===== src/rtl/class_pkg.sv =====
// Shared encodings, FSM state type and default sizing for the classification
// hash-table memory arbiter (class_mem_arb, class_mem_rd_pipe).
package class_pkg;

    localparam int DEF_ADDR_W       = 12;
    localparam int DEF_RD_LAT       = 2;
    localparam int DEF_STARVE_LIMIT = 8;

    localparam logic PIO_RD = 1'b1;
    localparam logic PIO_WR = 1'b0;

    typedef enum logic [1:0] {
        ST_IDLE  = 2'd0,
        ST_ISSUE = 2'd1,
        ST_WAIT  = 2'd2,
        ST_ACK   = 2'd3
    } pio_arb_state_t;

    typedef enum logic {
        OWN_LU  = 1'b0,
        OWN_PIO = 1'b1
    } rd_owner_t;

endpackage


===== src/rtl/class_mem_rd_pipe.sv =====
// Read-return tracker: shifts a valid bit and owner tag for RD_LAT cycles so each
// memory read can be steered back to the lookup path or the PIO path.
module class_mem_rd_pipe
    import class_pkg::*;
#(
    parameter int RD_LAT = DEF_RD_LAT
) (
    input  logic      clk,
    input  logic      rst,
    input  logic      in_vld,
    input  rd_owner_t in_owner,
    output logic      out_vld,
    output rd_owner_t out_owner
);

    logic [RD_LAT-1:0] vld_q;
    logic [RD_LAT-1:0] own_q;

    always_ff @(posedge clk or posedge rst) begin
        if (rst) begin
            vld_q <= '0;
            own_q <= '0;
        end else begin
            vld_q[0] <= in_vld;
            own_q[0] <= in_owner;
            for (int i = 1; i < RD_LAT; i++) begin
                vld_q[i] <= vld_q[i-1];
                own_q[i] <= own_q[i-1];
            end
        end
    end

    assign out_vld   = vld_q[RD_LAT-1];
    assign out_owner = rd_owner_t'(own_q[RD_LAT-1]);

endmodule


===== src/rtl/class_mem_arb.sv =====
// Shares one pipelined hash-table memory port between the lookup pipeline and PIO.
// Define CLASS_MEM_ARB_STARVE_EN to bound how long lookup traffic can starve PIO.
//
// state    | meaning
// ---------+---------------------------------------------------------------
// ST_IDLE  | no PIO access in flight; lookups own the port
// ST_ISSUE | PIO access is the port winner this cycle, lookups blocked
// ST_WAIT  | PIO read in flight, down-counting to data return
// ST_ACK   | mem_pio_ack pulse; mem_dout holds read data
module class_mem_arb
    import class_pkg::*;
#(
    parameter int ADDR_W       = DEF_ADDR_W,
    parameter int RD_LAT       = DEF_RD_LAT,
    parameter int STARVE_LIMIT = DEF_STARVE_LIMIT
) (
    input  logic              clk,
    input  logic              rst,
    input  logic              lu_req,
    input  logic [ADDR_W-1:0] lu_addr,
    output logic              lu_gnt,
    output logic              lu_rvalid,
    output logic [31:0]       lu_rdata,
    input  logic              pio_mem_req,
    input  logic              pio_mem_rd_wr,
    input  logic [ADDR_W-1:0] pio_mem_addr,
    input  logic [31:0]       pio_mem_din,
    output logic              mem_pio_ack,
    output logic [31:0]       mem_dout,
    output logic              mem_en,
    output logic              mem_wr,
    output logic [ADDR_W-1:0] mem_addr,
    output logic [31:0]       mem_wdata,
    input  logic [31:0]       mem_rdata
);

    if (RD_LAT < 1 || RD_LAT > 4 || STARVE_LIMIT < 1 || STARVE_LIMIT > 255) begin : g_bad_param
        $error("class_mem_arb: RD_LAT must be 1..4 and STARVE_LIMIT 1..255");
    end

    pio_arb_state_t state_q, state_d;
    logic [2:0]     wait_cnt_q, wait_cnt_d;
    logic           pio_win;
    logic           starved;
    logic           wait_done;
    logic           nxt_en;
    logic           nxt_wr;
    logic           pipe_vld;
    rd_owner_t      pipe_owner;
    logic           lu_ret;

`ifdef CLASS_MEM_ARB_STARVE_EN
    logic [7:0] starve_cnt_q, starve_cnt_d;

    assign starved = (state_q == ST_IDLE) && pio_mem_req && (starve_cnt_q == 8'(STARVE_LIMIT));

    always_comb begin
        starve_cnt_d = starve_cnt_q;
        if (!pio_mem_req || (state_q == ST_IDLE && state_d == ST_ISSUE)) begin
            starve_cnt_d = '0;
        end else if (state_q == ST_IDLE && lu_gnt && starve_cnt_q != 8'(STARVE_LIMIT)) begin
            starve_cnt_d = starve_cnt_q + 8'd1;
        end
    end

    always_ff @(posedge clk or posedge rst) begin
        if (rst) starve_cnt_q <= '0;
        else     starve_cnt_q <= starve_cnt_d;
    end
`else
    assign starved = 1'b0;
`endif

    assign pio_win     = (state_q == ST_ISSUE);
    assign lu_gnt      = lu_req && !pio_win && !starved && !rst;
    assign wait_done   = (state_q == ST_WAIT) && (wait_cnt_q == 3'd0);
    assign mem_pio_ack = (state_q == ST_ACK);
    assign nxt_en      = pio_win || lu_gnt;
    assign nxt_wr      = pio_win && (pio_mem_rd_wr == PIO_WR);

    always_comb begin
        state_d    = state_q;
        wait_cnt_d = wait_cnt_q;
        unique case (state_q)
            ST_IDLE: begin
                if (pio_mem_req && (!lu_req || starved)) state_d = ST_ISSUE;
            end
            ST_ISSUE: begin
                if (pio_mem_rd_wr == PIO_RD) begin
                    state_d    = ST_WAIT;
                    wait_cnt_d = 3'(RD_LAT - 1);
                end else begin
                    state_d = ST_ACK;
                end
            end
            ST_WAIT: begin
                if (wait_cnt_q == 3'd0) state_d = ST_ACK;
                else                    wait_cnt_d = wait_cnt_q - 3'd1;
            end
            ST_ACK:  state_d = ST_IDLE;
            default: state_d = ST_IDLE;
        endcase
    end

    always_ff @(posedge clk or posedge rst) begin
        if (rst) begin
            state_q    <= ST_IDLE;
            wait_cnt_q <= '0;
        end else begin
            state_q    <= state_d;
            wait_cnt_q <= wait_cnt_d;
        end
    end

    // Port registers hold address/data between accesses to avoid needless toggling.
    always_ff @(posedge clk or posedge rst) begin
        if (rst) begin
            mem_en    <= 1'b0;
            mem_wr    <= 1'b0;
            mem_addr  <= '0;
            mem_wdata <= '0;
        end else begin
            mem_en <= nxt_en;
            mem_wr <= nxt_wr;
            if (nxt_en) mem_addr  <= pio_win ? pio_mem_addr : lu_addr;
            if (nxt_wr) mem_wdata <= pio_mem_din;
        end
    end

    class_mem_rd_pipe #(
        .RD_LAT (RD_LAT)
    ) u_rd_pipe (
        .clk       (clk),
        .rst       (rst),
        .in_vld    (nxt_en && !nxt_wr),
        .in_owner  (pio_win ? OWN_PIO : OWN_LU),
        .out_vld   (pipe_vld),
        .out_owner (pipe_owner)
    );

    assign lu_ret = pipe_vld && (pipe_owner == OWN_LU);

    always_ff @(posedge clk or posedge rst) begin
        if (rst) begin
            lu_rvalid <= 1'b0;
            lu_rdata  <= '0;
            mem_dout  <= '0;
        end else begin
            lu_rvalid <= lu_ret;
            if (lu_ret)    lu_rdata <= mem_rdata;
            if (wait_done) mem_dout <= mem_rdata;
        end
    end

endmodule


===== config.mk =====
export PLATFORM = sky130hd
export DESIGN_NAME = class_mem_arb
export DESIGN_NICKNAME = d
export VERILOG_FILES = /design/src/rtl/class_pkg.sv /design/src/rtl/class_mem_rd_pipe.sv /design/src/rtl/class_mem_arb.sv
export SDC_FILE = /design/constraint.sdc
export NUM_CORES = 1
export LEC_CHECK = 0
export BUFFER_PORTS_ARGS = -buffer_cell sky130_fd_sc_hd__buf_2
export CAP_MARGIN = 10
export CORE_UTILIZATION = 43
export CTS_CLUSTER_DIAMETER = 40
export CTS_CLUSTER_SIZE = 28
export DETAILED_ROUTE_END_ITERATION = 10
export PLACE_DENSITY = 0.86
export RECOVER_POWER = 100
export SETUP_SLACK_MARGIN = 0.3
export SYNTH_ARGS = -nofsm -noshare
export SYNTH_HDL_FRONTEND = slang
export SYNTH_SLANG_ARGS = --single-unit

===== constraint.sdc =====
create_clock -name clk -period 3.65 [get_ports clk]
set_input_delay 0.1825 -clock clk [delete_from_list [all_inputs] [get_ports clk]]
set_output_delay 0.1825 -clock clk [all_outputs]
set_load 0.01 [all_outputs]

==> impl_metrics.toml, run 1 <==
[outcome]
outcome = "complete, but fails checks"
violations = "max-capacitance violations, max-slew violations"

[power_and_ir_drop]
switching_share_pct = 31.9
power_density_nw_per_um2 = 962
power_mw = 6.40
vdd_drop_max_uv = 499
seq_power_share_pct = 37.2
leakage_nw = 2.97
pwr-share-comb_pct = 34.0
p_sw_mw = 2.04
internal_power_mw = 4.36
clock_power_share_pct = 28.8

[clocking]
ctsHtreeMaxLevel = 4
path_clk_slew_ps = 50
cts_tree = "done"
cts_setup_buffers = 0
clk_latency_ps = 400
cts_buffers = 17
clock-sinks = 120
root_buffer = "clkbuf_16"
cts_hold_buf = 26
cts_resized = 0
cts_buffer_depth = 2

[logic_synthesis]
synth_mux_area_share_pct = 30.4
synth-seq-cells = 120
synth.top_cell.area_share_pct = 61.2
post-synth-top-count-cell = "dfrtp_1"
synthTopCellsByCount = "dfrtp_1, mux2_2, mux2_4, ha_1"
synthFlopType = "dfrtp_1"
synthAdderAreaFrac_pct = 2.04
syn_area_um2 = 4910
async_flop_share_pct = 100
synth_compound_area_share_pct = 1.28
synth-edff-count = 0
ys_top_cells_by_area = "dfrtp_1, mux2_2, mux2_4"
yosysSeqAreaShare_pct = 61.2
synth-simple-area-share_pct = 1.58
synth_nets = 395
synthCells = 294
synth_warnings = 0
synthXorXnorAreaFrac_pct = 0
synth.largest_area_cell = "dfrtp_1"
ys_types = 26
synth_top_family_by_area = "multiplexers"
avgSynthCellArea_um2 = 16.7

[timing]
fin_skew_ps = 6.48
setup_tns_ps = 0
finalHoldViolCount = 0
slew_headroom_pct = -15.8
finalMaxSlewViolations = 97
min_period_ps = 2740
period_share_pct = 75.1
max_slew.worst_pin.slew_ps = 1730
rsz0062_at_grt = "no"
max_freq_ghz = 0.365
setup_viol = 0

[die]
core_um2 = 11000
die_area_um2 = 11800
die_width_um = 109
die_h_um = 109
fp-row-count = 38
io_pins = 206
initial_core_util_pct = 44.7

[job]
max_cap_viol_count = 2

[grt]
grt_overflow = 0
grt_pass1_vias = 3566
grt_pass1_wl_um = 17100
antenna_found_initial = 1
grtUsageTotal_pct = 19.6
grt_max_degree = 63

[placement]
gp_congestion = 0.737
port_buffers = 205
placed_area_um2 = 6000
dpl.hpwl_um = 7110

[routing]
routed_via_density = 4.89
first_iter_violations = 110
antenna_left = 0
drt_pass1_iterations = 4
vias = 3356
wl_per_cell_um = 15.9
detail_route.drc_violations = 0
routed_wl_um = 10900

[layout]
drive_above_1_share_pct = 40.6
post-route-cell-area_um2 = 6660
final_net_count = 633
area_growth_pct = 35.7
fill_cells = 885
postLayoutCoreUtil_pct = 60.6

[critical_path]
cp.arrival_ps = 3020
critPathCaptureType = "flip-flop"
path_max_fanout = 23
critical_path_required_ps = 3930
critPathKind = "reg2reg"
ff2ff_path_depth = 6
startpoint_type = "flip-flop"

[min_path]
worstHoldPathType = "in2reg"
holdPathStages = 2
metal layers:
layer  share of wire [%]  track usage [%]
met3                 8.9             8.25
met5                   0                0
met4                 2.4             9.94
met1                  39             20.6
met2                  50             33.4
worst max-delay path, cell delays in order, from the launching register on:
cell,delay [ps]
dfrtp_1,410
inv_1,120
ha_1,230
inv_1,100
or2_0,690
clkbuf_2,650
mux2_1,390
final cells by class:
cell class / instances / area [um2] / area share (%)
flip-flops and latches: 120 / 3000 / 45.1
multi-input cells: 152 / 1630 / 24.5
repair buffers: 234 / 1160 / 17.4
clock buffers: 24 / 492 / 7.39
well taps: 140 / 175 / 2.63
clock inverters: 8 / 165 / 2.48
inverters: 7 / 27.5 / 0.413
diodes: 1 / 2.50 / 0.0376
cells by family (layout without fill, tap and decap cells):
| family | count (synthesis) | in the layout |
|---|---|---|
| muxes | 123 | 123 |
| DFF | 120 | 120 |
| buffers and inverters | 22 | 273 |
| and+or+nand+nor | 13 | 13 |
| adders and majority gates | 8 | 8 |
| AOI/OAI and AO/OA | 8 | 8 |
| other | 0 | 1 |
registers in the layout, summed over array words and instances, names as in the netlist:
| signal | flops |
|---|---|
| mem_en | 1 |
| lu_rvalid | 1 |
| mem_dout | 32 |
| mem_addr | 12 |
| u_rd_pipe.own_q | 2 |
| lu_rdata | 32 |
| mem_wr | 1 |
| wait_cnt_q | 3 |
| mem_wdata | 32 |
| u_rd_pipe.vld_q | 2 |
| state_q | 2 |
path summary, 6_finish.rpt:
path	start	end	slack (ps)
max reg2reg	state_q[0]$_DFFE_PP0P_	mem_dout[21]$_DFFE_PP0P_	910
min	mem_rdata[30]	mem_dout[30]$_DFFE_PP0P_	1
min in group asynchronous	rst	mem_addr[4]$_DFFE_PP0P_	330
max	state_q[0]$_DFFE_PP0P_	mem_dout[21]$_DFFE_PP0P_	910
min reg2reg	u_rd_pipe.vld_q[0]$_DFF_PP0_	u_rd_pipe.vld_q[1]$_DFF_PP0_	350
max in group asynchronous	rst	u_rd_pipe.own_q[0]$_DFF_PP0_	1150
through the flow:
stage	cells	hold WS [ps]	setup WS (ps)
finish	686	1.15	908
global route	685	-13.3	524
CTS	685	0.108	950
detailed placement	627	338	944
global placement	627	331	1090
floorplan	294	331	451
cell usage in the layout, fill, tap and decap left out, drive strengths merged:
cell type	count
or2	1
nor2b	3
a22oi	1
a22o	1
o31ai	1
o21bai	1
nor2	2
nand2b	2
ha	8
o21ai	1
nand2	2
a2bb2oi	1
nor3	2
nor3b	1
a221oi	1
diode	1
buf	91
mux2	122
a21oi	1
mux2i	1
clkbuf	141
inv	6
bufinv	5
clkinv	3
clkinvlp	1
dlygate4sd3	26
dfrtp	120
power by group through the flow:
stage	sequential, mW	clock [mW]	combinational, mW
2_1_floorplan	2.65	0	1.31
3_3_place_gp	2.33	0	2.42
3_5_place_dp	2.37	0	2.49
4_1_cts	2.37	1.87	2.53
5_1_grt	2.47	1.94	2.39
6_report	2.38	1.84	2.18
No activity file was read; power rests on OpenSTA's default activity.
==> run 2: changes to the inputs <==
- clock period: 3.65 -> 2.2 ns (I/O delays scaled with it)
==> impl_metrics.toml, run 2 (synthesized netlist as in run 1, its figures left out) <==
[power_and_ir_drop]
clock_power_share_pct = 26.7
internal_power_mw = 7.09
pwr-share-comb_pct = 35.5
vdd_drop_max_uv = 789
leakage_nw = 3.15
switching_share_pct = 33.0
power_density_nw_per_um2 = 1490
p_sw_mw = 3.50
power_mw = 10.6
seq_power_share_pct = 37.8

[timing]
period_share_pct = 86.8
max_slew.worst_pin.slew_ps = 1460
finalHoldViolCount = 0
min_period_ps = 1910
setup_viol = 0
fin_skew_ps = 6.38
fin_ws_ps = 291
finalMaxSlewViolations = 0
rsz0062_at_grt = "yes"
slew_headroom_pct = 2.75
max_freq_ghz = 0.524

[die]
die_h_um = 109
die_area_um2 = 11800
io_pins = 206
core_um2 = 11000
die_width_um = 109
initial_core_util_pct = 44.7
fp-row-count = 38

[grt]
grt_pass1_wl_um = 18800
grt_max_degree = 61
antenna_found_initial = 0
grtUsageTotal_pct = 21.5
grt_pass1_vias = 3940
grt_overflow = 0

[critical_path]
cp.arrival_ps = 1800
startpoint_type = "flip-flop"
r2r_end = "mem_addr[7]$_DFFE_PP0P_"
critical_path_required_ps = 2090
slowest_stage = "dfrtp_1"
worstReg2RegStart = "state_q[0]$_DFFE_PP0P_"
critical-path-max-stage-delay_ps = 430
critPathKind = "reg2out"
path_max_fanout = 10
crit_path_cell_trace = "ha_1 -> buf_4 -> nor3b_2 -> buf_2"
crit_path_start = "state_q[0]$_DFFE_PP0P_"
critPathCaptureType = "output port"
cp-endpoint = "lu_gnt"
ff2ff_path_depth = 4
r2r_setup_slack_ps = 360

[clocking]
cts_buffer_depth = 2
cts_buffers = 17
root_buffer = "clkbuf_16"
clock-sinks = 120
clk_latency_ps = 410
ctsHtreeMaxLevel = 4
path_clk_slew_ps = 50
cts_tree = "done"

[layout]
fill_cells = 843
area_growth_pct = 44.4
n_antenna_cell = 0
layout_commonest_cell = "dfrtp_1"
final_net_count = 678
drive_above_1_share_pct = 37.6
most-common-layout-cells = "dfrtp_1, clkbuf_1, buf_2"
top_regs = "lu_rdata x32, mem_dout x32, mem_wdata x32"
postLayoutCoreUtil_pct = 64.5
layoutNonFillerInstCount = 730

[placement]
dp_slack_ps = 286
port_buffers = 205
gp_congestion = 0.756
dpl.hpwl_um = 7100
dp_cells = 631

[routing]
detail_route.drc_violations = 0
first_iter_violations = 98
routed_via_density = 4.78
wl_per_cell_um = 16.4
antenna_left = 0
vias = 3487
routed_wl_um = 12000
drt_pass1_iterations = 4

[outcome]
outcome = "finished, final reports clean"

[min_path]
worstHoldPathType = "in2reg"

[job]
max_cap_viol_count = 0
run 2: area by class of cell:
class / instances / area [um2] / area share, %
Timing Repair Buffer: 279 / 1620 / 22.9
Tap cell: 140 / 175 / 2.47
Inverter: 7 / 30.0 / 0.424
Multi-Input combinational cell: 152 / 1640 / 23.2
Clock inverter: 8 / 118 / 1.66
Sequential cell: 120 / 3000 / 42.4
Clock buffer: 24 / 492 / 6.94
run 2: worst min-delay path by stage:
stage | start | endpoint | cells past startpoint
6_report | lu_addr[11] | mem_addr[11]$_DFFE_PP0P_ | 3
5_1_grt | pio_mem_addr[2] | mem_addr[2]$_DFFE_PP0P_ | 3
4_1_cts | lu_addr[11] | mem_addr[11]$_DFFE_PP0P_ | 3
3_5_place_dp | u_rd_pipe.vld_q[0]$_DFF_PP0_ | u_rd_pipe.vld_q[1]$_DFF_PP0_ | 0
3_3_place_gp | u_rd_pipe.vld_q[0]$_DFF_PP0_ | u_rd_pipe.vld_q[1]$_DFF_PP0_ | 0
2_1_floorplan | mem_rdata[0] | mem_dout[0]$_DFFE_PP0P_ | 1
run 2: power groups by stage:
stage | combinational [mW] | clock, mW | sequential, mW
after floorplan | 2.25 | 0 | 4.41
after global placement | 4.13 | 0 | 3.90
after detailed placement | 4.26 | 0 | 3.95
after CTS | 4.38 | 2.88 | 3.95
after global routing | 4.11 | 2.98 | 4.13
final | 3.76 | 2.83 | 4.00
run 2: routing by layer:
metal	GRT usage [%]	vias to the layer above	part of all wire (%)	wire, um
met5	0	-	0	0
met3	7.71	24	7.3	871
met1	22.4	1693	40	4740
met2	37.7	164	51	6050
met4	11.6	0	2.4	290
li1	-	1606	-	-
run 2: through the flow:
stage                     hold slack, ps  cell area, um2  TNS, ps
after detailed placement             338            6090        0
after CTS                           41.8            7370        0
after floorplan                      259            4950   -10950
after global routing                44.7            7080        0
after global placement               332            6090        0
final                               48.4            7080        0
run 2: worst max-delay path, delay by kind of cell (launching register included):
family	cells	cell delay [ps]
fa+ha+maj	1	340
simple gates	1	220
flops	1	430
buf+inv	2	390
run 2: what timing repair did:
| action | CTS | global route |
|---|---|---|
| endpoints found under the hold margin | 98 | 0 |
| buffers inserted | 1 | 0 |
| endpoints found under the setup margin | 42 | 27 |
| resized for setup | 1 | 2 |
| hold buffers | 66 | 0 |
